[src/rtl/instruction_fetch_stage_pkg.sv]
// Shared pipeline package for the MIPS fetch stage.
// Holds the datapath word width, the default reset PC and bubble word,
// and the IF/ID pipeline-register bundle.
package pipeline_pkg;

  localparam int WORD_W = 32;

  // sll $0,$0,0 : the canonical MIPS no-op used for bubbles
  localparam logic [WORD_W-1:0] NOP_WORD = 32'h0000_0000;
  localparam logic [WORD_W-1:0] RESET_PC = 32'h0000_0000;

  typedef struct packed {
    logic [WORD_W-1:0] instruction;
    logic [WORD_W-1:0] pc_plus4;
    logic              valid;
  } ifid_t;

endpackage

[src/rtl/instruction_fetch_stage_if.sv]
// Signal bundle between the fetch stage and its surroundings
// (pipeline control, instruction memory, decode stage).
//
// Control semantics: Stall, Flush, Redirect and RedirectPC are plain
// level signals sampled on each rising clock edge; there is no
// valid/ready handshake and no multi-cycle transaction. IFID_Valid
// qualifies the IF/ID contents (1 = real instruction, 0 = bubble).
//
// Modports:
//   master : the fetch stage (drives Address and IF/ID outputs)
//   slave  : the environment (drives control, returns Instruction)
interface instruction_fetch_stage_if;
  import pipeline_pkg::*;

  logic              Stall;
  logic              Flush;
  logic              Redirect;
  logic [WORD_W-1:0] RedirectPC;
  logic [WORD_W-1:0] Instruction;
  logic [WORD_W-1:0] Address;
  logic [WORD_W-1:0] IFID_Instruction;
  logic [WORD_W-1:0] IFID_PCPlus4;
  logic              IFID_Valid;

  modport master (
    input  Stall, Flush, Redirect, RedirectPC, Instruction,
    output Address, IFID_Instruction, IFID_PCPlus4, IFID_Valid
  );

  modport slave (
    output Stall, Flush, Redirect, RedirectPC, Instruction,
    input  Address, IFID_Instruction, IFID_PCPlus4, IFID_Valid
  );

endinterface

[src/rtl/instruction_fetch_stage_program_counter.sv]
// program_counter: the fetch-stage PC register.
// Next-PC priority: reset > redirect > stall (hold) > PC+4.
// Ports:
//   clk, rst_n       : clock, asynchronous active-low reset
//   redirect         : load PC from redirect_pc (word-aligned)
//   redirect_pc      : target byte address
//   stall            : hold the PC
//   pc               : current PC
//   pc_plus4         : PC + 4 (wraps modulo 2^32)
module program_counter #(
  parameter logic [31:0] RESET_PC = pipeline_pkg::RESET_PC
) (
  input  logic        clk,
  input  logic        rst_n,
  input  logic        redirect,
  input  logic [31:0] redirect_pc,
  input  logic        stall,
  output logic [31:0] pc,
  output logic [31:0] pc_plus4
);

  logic [31:0] pc_q;
  logic [31:0] pc_next;

  assign pc       = pc_q;
  assign pc_plus4 = pc_q + 32'd4;

  // Redirect beats stall so a taken branch target is never dropped.
  // Low two bits are cleared to keep the PC word-aligned.
  always_comb begin
    pc_next = pc_plus4;
    if (redirect) begin
      pc_next = redirect_pc & ~32'h3;
    end else if (stall) begin
      pc_next = pc_q;
    end
  end

  always_ff @(posedge clk or negedge rst_n) begin
    if (!rst_n) begin
      pc_q <= RESET_PC & ~32'h3;
    end else begin
      pc_q <= pc_next;
    end
  end

endmodule

[src/rtl/instruction_fetch_stage.sv]
// instruction_fetch_stage: MIPS IF stage. Drives the PC to instruction
// memory (external, combinational read) and captures the returned word
// with PC+4 and a valid bit into the IF/ID register.
// Ports:
//   Clk, Rst_n : clock, asynchronous active-low reset
//   bus        : instruction_fetch_stage_if.master (control in,
//                Instruction in, Address and IF/ID out)
//   FetchCount, StallCount : performance counters, present only when
//                FETCH_PERF_CNT_EN is defined
// IF/ID priority: reset > flush/redirect (bubble) > stall (hold) > load.
module instruction_fetch_stage #(
  parameter logic [31:0] RESET_PC = pipeline_pkg::RESET_PC,
  parameter logic [31:0] NOP_WORD = pipeline_pkg::NOP_WORD
) (
  input  logic                       Clk,
  input  logic                       Rst_n,
  instruction_fetch_stage_if.master  bus
`ifdef FETCH_PERF_CNT_EN
  ,
  output logic [31:0]                FetchCount,
  output logic [31:0]                StallCount
`endif
);
  import pipeline_pkg::*;

  logic [WORD_W-1:0] pc;
  logic [WORD_W-1:0] pc_plus4;
  ifid_t             ifid_q;
  ifid_t             ifid_next;
  logic              bubble;
  logic              load;

  program_counter #(
    .RESET_PC (RESET_PC)
  ) u_pc (
    .clk         (Clk),
    .rst_n       (Rst_n),
    .redirect    (bus.Redirect),
    .redirect_pc (bus.RedirectPC),
    .stall       (bus.Stall),
    .pc          (pc),
    .pc_plus4    (pc_plus4)
  );

  assign bus.Address = pc;

  // A redirect squashes the wrong-path word fetched this cycle, so it
  // bubbles IF/ID exactly like an explicit flush.
  assign bubble = bus.Flush | bus.Redirect;
  assign load   = !bubble && !bus.Stall;

  always_comb begin
    ifid_next = ifid_q;
    if (bubble) begin
      ifid_next.instruction = NOP_WORD;
      ifid_next.pc_plus4    = pc_plus4;
      ifid_next.valid       = 1'b0;
    end else if (!bus.Stall) begin
      ifid_next.instruction = bus.Instruction;
      ifid_next.pc_plus4    = pc_plus4;
      ifid_next.valid       = 1'b1;
    end
  end

  always_ff @(posedge Clk or negedge Rst_n) begin
    if (!Rst_n) begin
      ifid_q.instruction <= NOP_WORD;
      ifid_q.pc_plus4    <= '0;
      ifid_q.valid       <= 1'b0;
    end else begin
      ifid_q <= ifid_next;
    end
  end

  assign bus.IFID_Instruction = ifid_q.instruction;
  assign bus.IFID_PCPlus4     = ifid_q.pc_plus4;
  assign bus.IFID_Valid       = ifid_q.valid;

`ifdef FETCH_PERF_CNT_EN
  // Stall cycles overridden by a redirect are not counted: the PC moved.
  always_ff @(posedge Clk or negedge Rst_n) begin
    if (!Rst_n) begin
      FetchCount <= '0;
      StallCount <= '0;
    end else begin
      if (load) begin
        FetchCount <= FetchCount + 32'd1;
      end
      if (bus.Stall && !bus.Redirect) begin
        StallCount <= StallCount + 32'd1;
      end
    end
  end
`endif

endmodule

[src/flat_wrapper.sv]
// flat-port wrapper written by rule: the top's interface ports become plain ports
module instruction_fetch_stage_flat import pipeline_pkg::*;
#(
  parameter logic [31:0] RESET_PC = pipeline_pkg::RESET_PC,
  parameter logic [31:0] NOP_WORD = pipeline_pkg::NOP_WORD
)
  (Clk, Rst_n, bus_Stall, bus_Flush, bus_Redirect, bus_RedirectPC, bus_Instruction, bus_Address, bus_IFID_Instruction, bus_IFID_PCPlus4, bus_IFID_Valid);
  instruction_fetch_stage_if bus_i ();
  input  logic Clk;
  input  logic Rst_n;
  input wire logic [$bits(bus_i.Stall)-1:0] bus_Stall;
  input wire logic [$bits(bus_i.Flush)-1:0] bus_Flush;
  input wire logic [$bits(bus_i.Redirect)-1:0] bus_Redirect;
  input wire logic [$bits(bus_i.RedirectPC)-1:0] bus_RedirectPC;
  input wire logic [$bits(bus_i.Instruction)-1:0] bus_Instruction;
  output wire logic [$bits(bus_i.Address)-1:0] bus_Address;
  output wire logic [$bits(bus_i.IFID_Instruction)-1:0] bus_IFID_Instruction;
  output wire logic [$bits(bus_i.IFID_PCPlus4)-1:0] bus_IFID_PCPlus4;
  output wire logic [$bits(bus_i.IFID_Valid)-1:0] bus_IFID_Valid;
  assign bus_i.Stall = bus_Stall;
  assign bus_i.Flush = bus_Flush;
  assign bus_i.Redirect = bus_Redirect;
  assign bus_i.RedirectPC = bus_RedirectPC;
  assign bus_i.Instruction = bus_Instruction;
  assign bus_Address = bus_i.Address;
  assign bus_IFID_Instruction = bus_i.IFID_Instruction;
  assign bus_IFID_PCPlus4 = bus_i.IFID_PCPlus4;
  assign bus_IFID_Valid = bus_i.IFID_Valid;
  instruction_fetch_stage #(.RESET_PC(RESET_PC), .NOP_WORD(NOP_WORD)) u_core (.Clk(Clk), .Rst_n(Rst_n), .bus(bus_i));
endmodule
[config.mk]
export PLATFORM = sky130hd
export DESIGN_NAME = instruction_fetch_stage_flat
export DESIGN_NICKNAME = d
export VERILOG_FILES = /design/src/rtl/instruction_fetch_stage_pkg.sv /design/src/rtl/instruction_fetch_stage_if.sv /design/src/rtl/instruction_fetch_stage_program_counter.sv /design/src/rtl/instruction_fetch_stage.sv /design/src/flat_wrapper.sv
export SDC_FILE = /design/constraint.sdc
export NUM_CORES = 1
export LEC_CHECK = 0
export ABC_AREA = 1
export BUFFER_PORTS_ARGS = -buffer_cell sky130_fd_sc_hd__buf_2
export CELL_PAD_IN_SITES_DETAIL_PLACEMENT = 1
export CELL_PAD_IN_SITES_GLOBAL_PLACEMENT = 2
export CORE_ASPECT_RATIO = 0.6
export CORE_MARGIN = 2
export CORE_UTILIZATION = 30
export DETAILED_ROUTE_END_ITERATION = 6
export PLACE_DENSITY = 0.87
export SLEW_MARGIN = 40
export SYNTH_ARGS = -nofsm -noshare
export SYNTH_HDL_FRONTEND = slang
export SYNTH_HIERARCHICAL = 1
export SYNTH_SLANG_ARGS = --single-unit
[constraint.sdc]
create_clock -name Clk -period 3.8 [get_ports Clk]
set_input_delay 0.38 -clock Clk [delete_from_list [all_inputs] [get_ports Clk]]
set_output_delay 0.38 -clock Clk [all_outputs]
set_load 0.005 [all_outputs]
==> metrics, run 1 <==
ys flop type dfrtp_1; area grow syn2layout 24.3%; TNS Setup 0 ns; Post-Syn Instances 645; FF-to-FF setup slack 2.09 ns; final WL 16800 um; critical-path cell list buf_2, inv_1, nand2_1, inv_1, a22o_1, inv_1, nand2_1; num rows 36; via/cell ratio 4.63; Finish-stage setup viols 0; post-DP HPWL 12600 um; startpoint type of the worst setup path primary input; clk_skew around 0.0095 ns; Final Cycle Share 58.5%; design area 0.00628 sq mm; Post-synth EDFFs 0; share of cells above drive strength 1 29.3%; H-tree depth 3; Final Net Count around 860; drt pass-1 iters 4; CTS resizes 0; Slew @ Worst Pin 0.801 ns; Yosys reg bits 95; register area share after synthesis 47.1%; # DRC 0; most frequent CP cell inv_1; Crit Path Class in2reg; PD cells around 400 mW/mm^2; startpoint of the worst register-to-register path u_core/u_pc/pc[3]$_DFFE_PN0N_; I/O pin total 166; Max-Cap Viols 0; CTS hold repair buffers 0; CP startpoint bus_Redirect; Clk pin slew, worst setup/hold paths 0.07 ns; Synth Area per Inst 7.83 sq um; critical path's largest stage delay between 0.5 and 0.6 ns; RSZ-0062 raised after global routing no; status completed; number of buffers created by CTS 9; cells on worst reg2reg path 10; most frequent cells in the layout 213 x nand2_1, 160 x buf_2, 95 x dfrtp_1; # Post-CTS Setup Buffers 0; Avg WL per Cell 16.3 um; VDD IR max 0.000211 V; critical path data required time 4.04 ns; DR iter-0 viols 267; commonest non-fill, non-tap cell in the layout nand2_1; vias in the first global route slightly below 5000; placed cell areas about 0.006 sq mm; FMAX 0.450 GHz; port bufs 161; RR Endpoint u_core/bus.IFID_PCPlus4[26]$_DFFE_PN0P_; first-pass GRT wire length 26900 um; largest net degree at the start of global routing 66; Async S/R FF share, synth 100%; routability congestion estimate from global placement 0.846; die area ~0.018 sq mm; Core Region 0.0164 sq mm; Hold Violations, Final 0; gr ovfl total 0; maximum root-to-sink buffer count 2; Vias 4749; CP endpoint kind flip-flop; Die W 172 um; GRT Overall Usage 19.4%; Antenna Nets Post-Route 0; Clock Sink Count 95; CTS tree built; hold crit path type in2async; antenna diode count 0; die height 105 um; Tot Pwr 2.50 mW; Slew Limit Fails 0; post-synthesis cell area 0.00505 sq mm; initial antenna violation count 0; relative slew slack between 40% and 50%; Syn. warnings 6; initial core utilization 30.9%; minimum clock period about 2.2 ns; Leak 3.39 nW; Critical Path AT 2.46 ns; Netlist cell types 28; worst skew pair latency between 0.3 and 0.4 ns; CP max stage cell nand2_1; root buffer cell clkbuf_16; CP Max Fanout 33
-- sequential cells by signal, summed over array words and instances, names as in the netlist --
name / count
u_core/u_pc/pc: 30
u_core/bus.IFID_Instruction: 32
u_core/bus.IFID_Valid: 1
u_core/bus.IFID_PCPlus4: 32
-- worst max path at each step --
stage	to	slack, ns	depth (start not counted)
2_1_floorplan	u_core/bus.IFID_PCPlus4[22]$_DFFE_PN0P_	2.35	10
3_3_place_gp	u_core/bus.IFID_Valid$_DFFE_PN0P_	1.25	4
3_5_place_dp	u_core/u_pc/pc[16]$_DFFE_PN0N_	1.21	7
4_1_cts	u_core/u_pc/pc[16]$_DFFE_PN0N_	1.57	6
5_1_grt	u_core/u_pc/pc[15]$_DFFE_PN0N_	1.37	7
6_report	u_core/u_pc/pc[15]$_DFFE_PN0N_	1.58	7
-- stage by stage --
step           util, %  setup slack (ns)  std cells  hold slack [ns]
4_1_cts           38.4              1.57       1026           0.0537
5_1_grt           38.4              1.37       1026           0.0726
3_5_place_dp      36.7              1.21       1011            0.442
2_1_floorplan        -              2.35        648           0.0844
6_report          38.4              1.58       1026           0.0223
3_3_place_gp      36.7              1.25       1011            0.423
-- final cells by class --
| class | instances | area (sq um) |
|---|---|---|
| inverter | 57 | 214 |
| sequential | 95 | 2380 |
| clock buffer | 9 | 225 |
| timing repair buffer | 167 | 853 |
| clock inverter | 6 | 47.5 |
| tap | 228 | 285 |
| fill | 2056 | 10100 |
| multi-input combinational | 464 | 2280 |
-- kinds of logic after synthesis --
kind of cell / share of synthesized area (%)
AOI/OAI and AO/OA: 8.52
DFF: 47.1
adders and majority gates: 0.248
and+or+nand+nor: 32.6
buffers and inverters: 8.12
xor gates and xnor gates: 3.32
other: 0.0742
-- power breakdown --
part           internal (mW)  total (mW)  leakage [nW]  switching [mW]
clock network          0.443       0.852         0.120           0.408
registers               1.10        1.19          1.20          0.0912
logic                  0.177       0.459          2.06           0.282
-- synthesized netlist by cell type (4+ instances only) --
cell        n  area (sq um)
nand2_2     7          43.8
a22o_1      8          70.1
nor2_1     92           345
nand2_1   213           800
and2_1      4          25.0
clkbuf_1    6          22.5
xor2_1      7          61.3
nand3_1    51           255
buf_2      13          65.1
dfrtp_1    95          2380
o21ai_2    20           175
inv_1      56           210
buf_4      10          75.1
xor2_2      6          97.6
o211ai_1    4          30.0
o21ai_0    26           130
nor2_4     10           113
-- per-layer routing --
| metal | vias to the layer above | routed length [um] | track usage, % |
|---|---|---|---|
| met5 | - | 0 | 0 |
| met4 | 0 | 199 | 4.84 |
| met3 | 14 | 1180 | 4.49 |
| met2 | 132 | 7010 | 28.5 |
| met1 | 2317 | 8370 | 28.6 |
| li1 | 2286 | - | - |
-- worst max-delay path, delay by kind of cell --
| kind | cells | cell delay, ns |
|---|---|---|
| AO/OA/AOI/OAI | 1 | 0.29 |
| buffers and inverters | 4 | 1.16 |
| AND/OR/NAND/NOR | 2 | 0.62 |
(Power assumes the default switching activity.)
==> run 2: changes to the inputs <==
--- a/config.mk
+++ b/config.mk
@@ -5,7 +5,7 @@
 export SDC_FILE = /design/constraint.sdc
 export NUM_CORES = 1
 export LEC_CHECK = 0
-export ABC_AREA = 1
+export ABC_AREA = 0
 export BUFFER_PORTS_ARGS = -buffer_cell sky130_fd_sc_hd__buf_2
 export CELL_PAD_IN_SITES_DETAIL_PLACEMENT = 1
 export CELL_PAD_IN_SITES_GLOBAL_PLACEMENT = 2
@@ -13,7 +13,7 @@
 export CORE_MARGIN = 2
 export CORE_UTILIZATION = 30
 export DETAILED_ROUTE_END_ITERATION = 6
-export PLACE_DENSITY = 0.87
+export PLACE_DENSITY = 0.81
 export SLEW_MARGIN = 40
 export SYNTH_ARGS = -nofsm -noshare
 export SYNTH_HDL_FRONTEND = slang
==> constraint.sdc (replaced) <==
create_clock -name Clk -period 2.11 [get_ports Clk]
set_input_delay 0.211 -clock Clk [delete_from_list [all_inputs] [get_ports Clk]]
set_output_delay 0.211 -clock Clk [all_outputs]
set_load 0.005 [all_outputs]
==> metrics, run 2 <==
die area 0.0171 sq mm (-4.5%); status completed; largest net degree at the start of global routing 44 (-33%); Clock Sink Count 95 (unchanged); Finish-stage setup viols 0 (unchanged); hold crit path type in2reg; Slew Limit Fails 0 (unchanged); initial core utilization 31.1% (+0.17 points); H-tree depth 3 (unchanged); drt pass-1 iters 4 (unchanged); Async S/R FF share, synth 100% (unchanged); Slew @ Worst Pin 0.662 ns (-0.139 ns); GRT Overall Usage 19.1% (-0.34 points); fill count 1812 (-12%); Post-synth EDFFs 0 (unchanged); # DRC 0 (unchanged); initial antenna violation count 0 (unchanged); Avg WL per Cell 18.4 um (+13%); dpl cells 850 (-16%); die height 102 um (-2.3%); CP Max Fanout 13 (-61%); I/O pin total 166 (unchanged); PD cells 697 mW/mm^2 (+75%); Final Net Count 730 (-16%); worst skew pair latency 0.34 ns (about the same); Yosys top cell by area dfrtp_1; Vias 4310 (-9.2%); critical path data required time 2.37 ns (-1.67 ns); top-count cell post-synth dfrtp_1; share of cells above drive strength 1 42.4% (+13 points); routability congestion estimate from global placement 0.807 (-4.5%); Final Cycle Share 99.6%; Yosys top cell area share 49.4% (+2.3 points); ys flop type dfrtp_1; TNS Setup 0 ns (unchanged); most frequent cells in the layout 160 x buf_2, 92 x dfrtp_1, 63 x nor2_1; most instantiated cells after synthesis 95 x dfrtp_1, 63 x nor2_1, 33 x mux2i_1, 33 x nand2_1, 31 x mux2_2; antenna diode count 0 (unchanged); Yosys reg bits 95 (unchanged); Die W 168 um (-2.3%); minimum clock period 2.10 ns; DR iter-0 viols 262 (-1.9%); Leak 3.06 nW (-9.6%); relative slew slack 55.6% (+9.0 points); Final Non-Filler Cells 868 (-15%); CP endpoint kind flip-flop; post-synthesis cell area 0.00482 sq mm (-4.7%); commonest non-fill, non-tap cell in the layout buf_2; Storage cell area 0.00238 sq mm (+0.16%); Critical Path AT 2.36 ns (-0.10 ns); RSZ-0062 raised after global routing yes; Tot Pwr 4.54 mW (+81%); Hold Violations, Final 0 (unchanged); vias in the first global route 4527 (-7.3%); port bufs 161 (unchanged); Clk pin slew, worst setup/hold paths 0.07 ns (about the same); clk_skew 0.00859 ns (-0.000919 ns); via/cell ratio 4.97 (+7.3%); Multi-input gate area 0.00228 sq mm (+0.33%); post-place setup slack -0.0548 ns (-1.27 ns); post-DP HPWL 12100 um (-3.7%); Synth Area per Inst 10.4 sq um (+33%); Worst Slack Setup Final 0.00858 ns (-1.57 ns); area grow syn2layout 35.2%; Finished Core Util 42.0% (+3.6 points); first-pass GRT wire length 25400 um (-5.6%); maximum root-to-sink buffer count 2 (unchanged); Max-Cap Viols 0 (unchanged); register area share after synthesis 49.4% (+2.3 points); top post-synthesis cells by area dfrtp_1 49%, mux2_2 7.2%, mux2i_1 6.9%; Netlist cell types 46 (+64%); Core Region 0.0155 sq mm (-5.2%); Syn. warnings 6 (unchanged); CTS tree built; startpoint type of the worst setup path flip-flop; gr ovfl total 0 (unchanged); FMAX 0.476 GHz; num rows 35 (-2.8%); Post-Syn Instances 464 (-28%); VDD IR max 0.000345 V (+64%); Crit Path Class reg2reg; final WL 16000 um (-4.8%); Antenna Nets Post-Route 0 (unchanged); root buffer cell clkbuf_16; number of buffers created by CTS 9 (unchanged)
[run 2: changes by cell type after synthesis, moves of 11 or more]
cell	previous run	this run
mux2_2	0	31
o21ai_2	20	0
nand2_1	213	33
nand4_1	1	12
clkbuf_1	6	19
nand3_1	51	17
mux2i_1	0	33
a31oi_1	0	12
xnor2_1	1	27
nor2_1	92	63
inv_1	56	7
o21ai_0	26	15
[run 2: path summary, 6_finish.rpt]
path / startpoint / endpoint / slack [ns] / depth (start not counted)
max: u_core/u_pc/pc[2]$_DFFE_PN0N_ / u_core/u_pc/pc[22]$_DFFE_PN0N_ / 0.009 / 6
min: bus_RedirectPC[12] / u_core/u_pc/pc[12]$_DFFE_PN0N_ / 0.08 / 3
max reg2reg: u_core/u_pc/pc[2]$_DFFE_PN0N_ / u_core/u_pc/pc[22]$_DFFE_PN0N_ / 0.009 / 6
min reg2reg: u_core/bus.IFID_PCPlus4[0]$_DFFE_PN0P_ / u_core/bus.IFID_PCPlus4[0]$_DFFE_PN0P_ / 0.50 / 1
max in group asynchronous: Rst_n / u_core/u_pc/pc[3]$_DFFE_PN0N_ / 1.17 / 3
min in group asynchronous: Rst_n / u_core/bus.IFID_Instruction[29]$_DFFE_PN0P_ / 0.28 / 2
[run 2: per-layer routing]
layer	share of wire, %	global-route usage (%)	vias to the layer above
li1	-	-	2020
met1	50	27.6	2146
met2	44	30.0	135
met3	5.4	3.95	9
met4	0.62	3.34	0
met5	0	0	-
[run 2: worst max-delay path: stages (launching register included)]
cell and delay (ns):
dfrtp_2 0.40, ha_4 0.16, nand4_4 0.11, or4_4 0.53, buf_6 0.17, or4_1 0.50
a31oi_1 0.16
[run 2: through the flow]
stage	area, sq um	hold WS (ns)
6_report	6510	0.0755
5_1_grt	6510	0.0752
4_1_cts	6500	0.0683
3_5_place_dp	6190	0.102
3_3_place_gp	6190	0.102
2_1_floorplan	4880	-0.0846
[run 2: kinds of logic after synthesis]
logic type | count (synthesis) | synth area share (%)
AOI/OAI and AO/OA | 43 | 5.85
xor gates and xnor gates | 40 | 7.27
adders and majority gates | 1 | 0.260
buffers and inverters | 44 | 4.49
DFF | 95 | 49.4
muxes | 66 | 14.6
other | 1 | 0.0779
and+or+nand+nor | 174 | 18.1
[run 2: repair_timing]
item / 4_1_cts / 5_1_grt
setup endpoints to repair: 4 / 16
hold endpoints to repair: 13 / 0
hold buffers: 1 / 0
setup buffers: 1 / 0
pin swaps: 0 / 3
gates resized for setup: 3 / 3
[run 2: cell type report]
| class | instances | share of cell area (%) |
|---|---|---|
| clock buffers | 9 | 3.46 |
| clock inverters | 7 | 0.827 |
| inverters | 8 | 0.461 |
| multi-input cells | 328 | 35.1 |
| flip-flops and latches | 95 | 36.6 |
| well taps | 203 | 3.90 |
| repair buffers | 218 | 19.7 |
[run 2: report_power, final]
part	switching (mW)	internal, mW	total, mW
combinational	0.451	0.433	0.885
sequential	0.120	1.97	2.09
clock	0.748	0.811	1.56
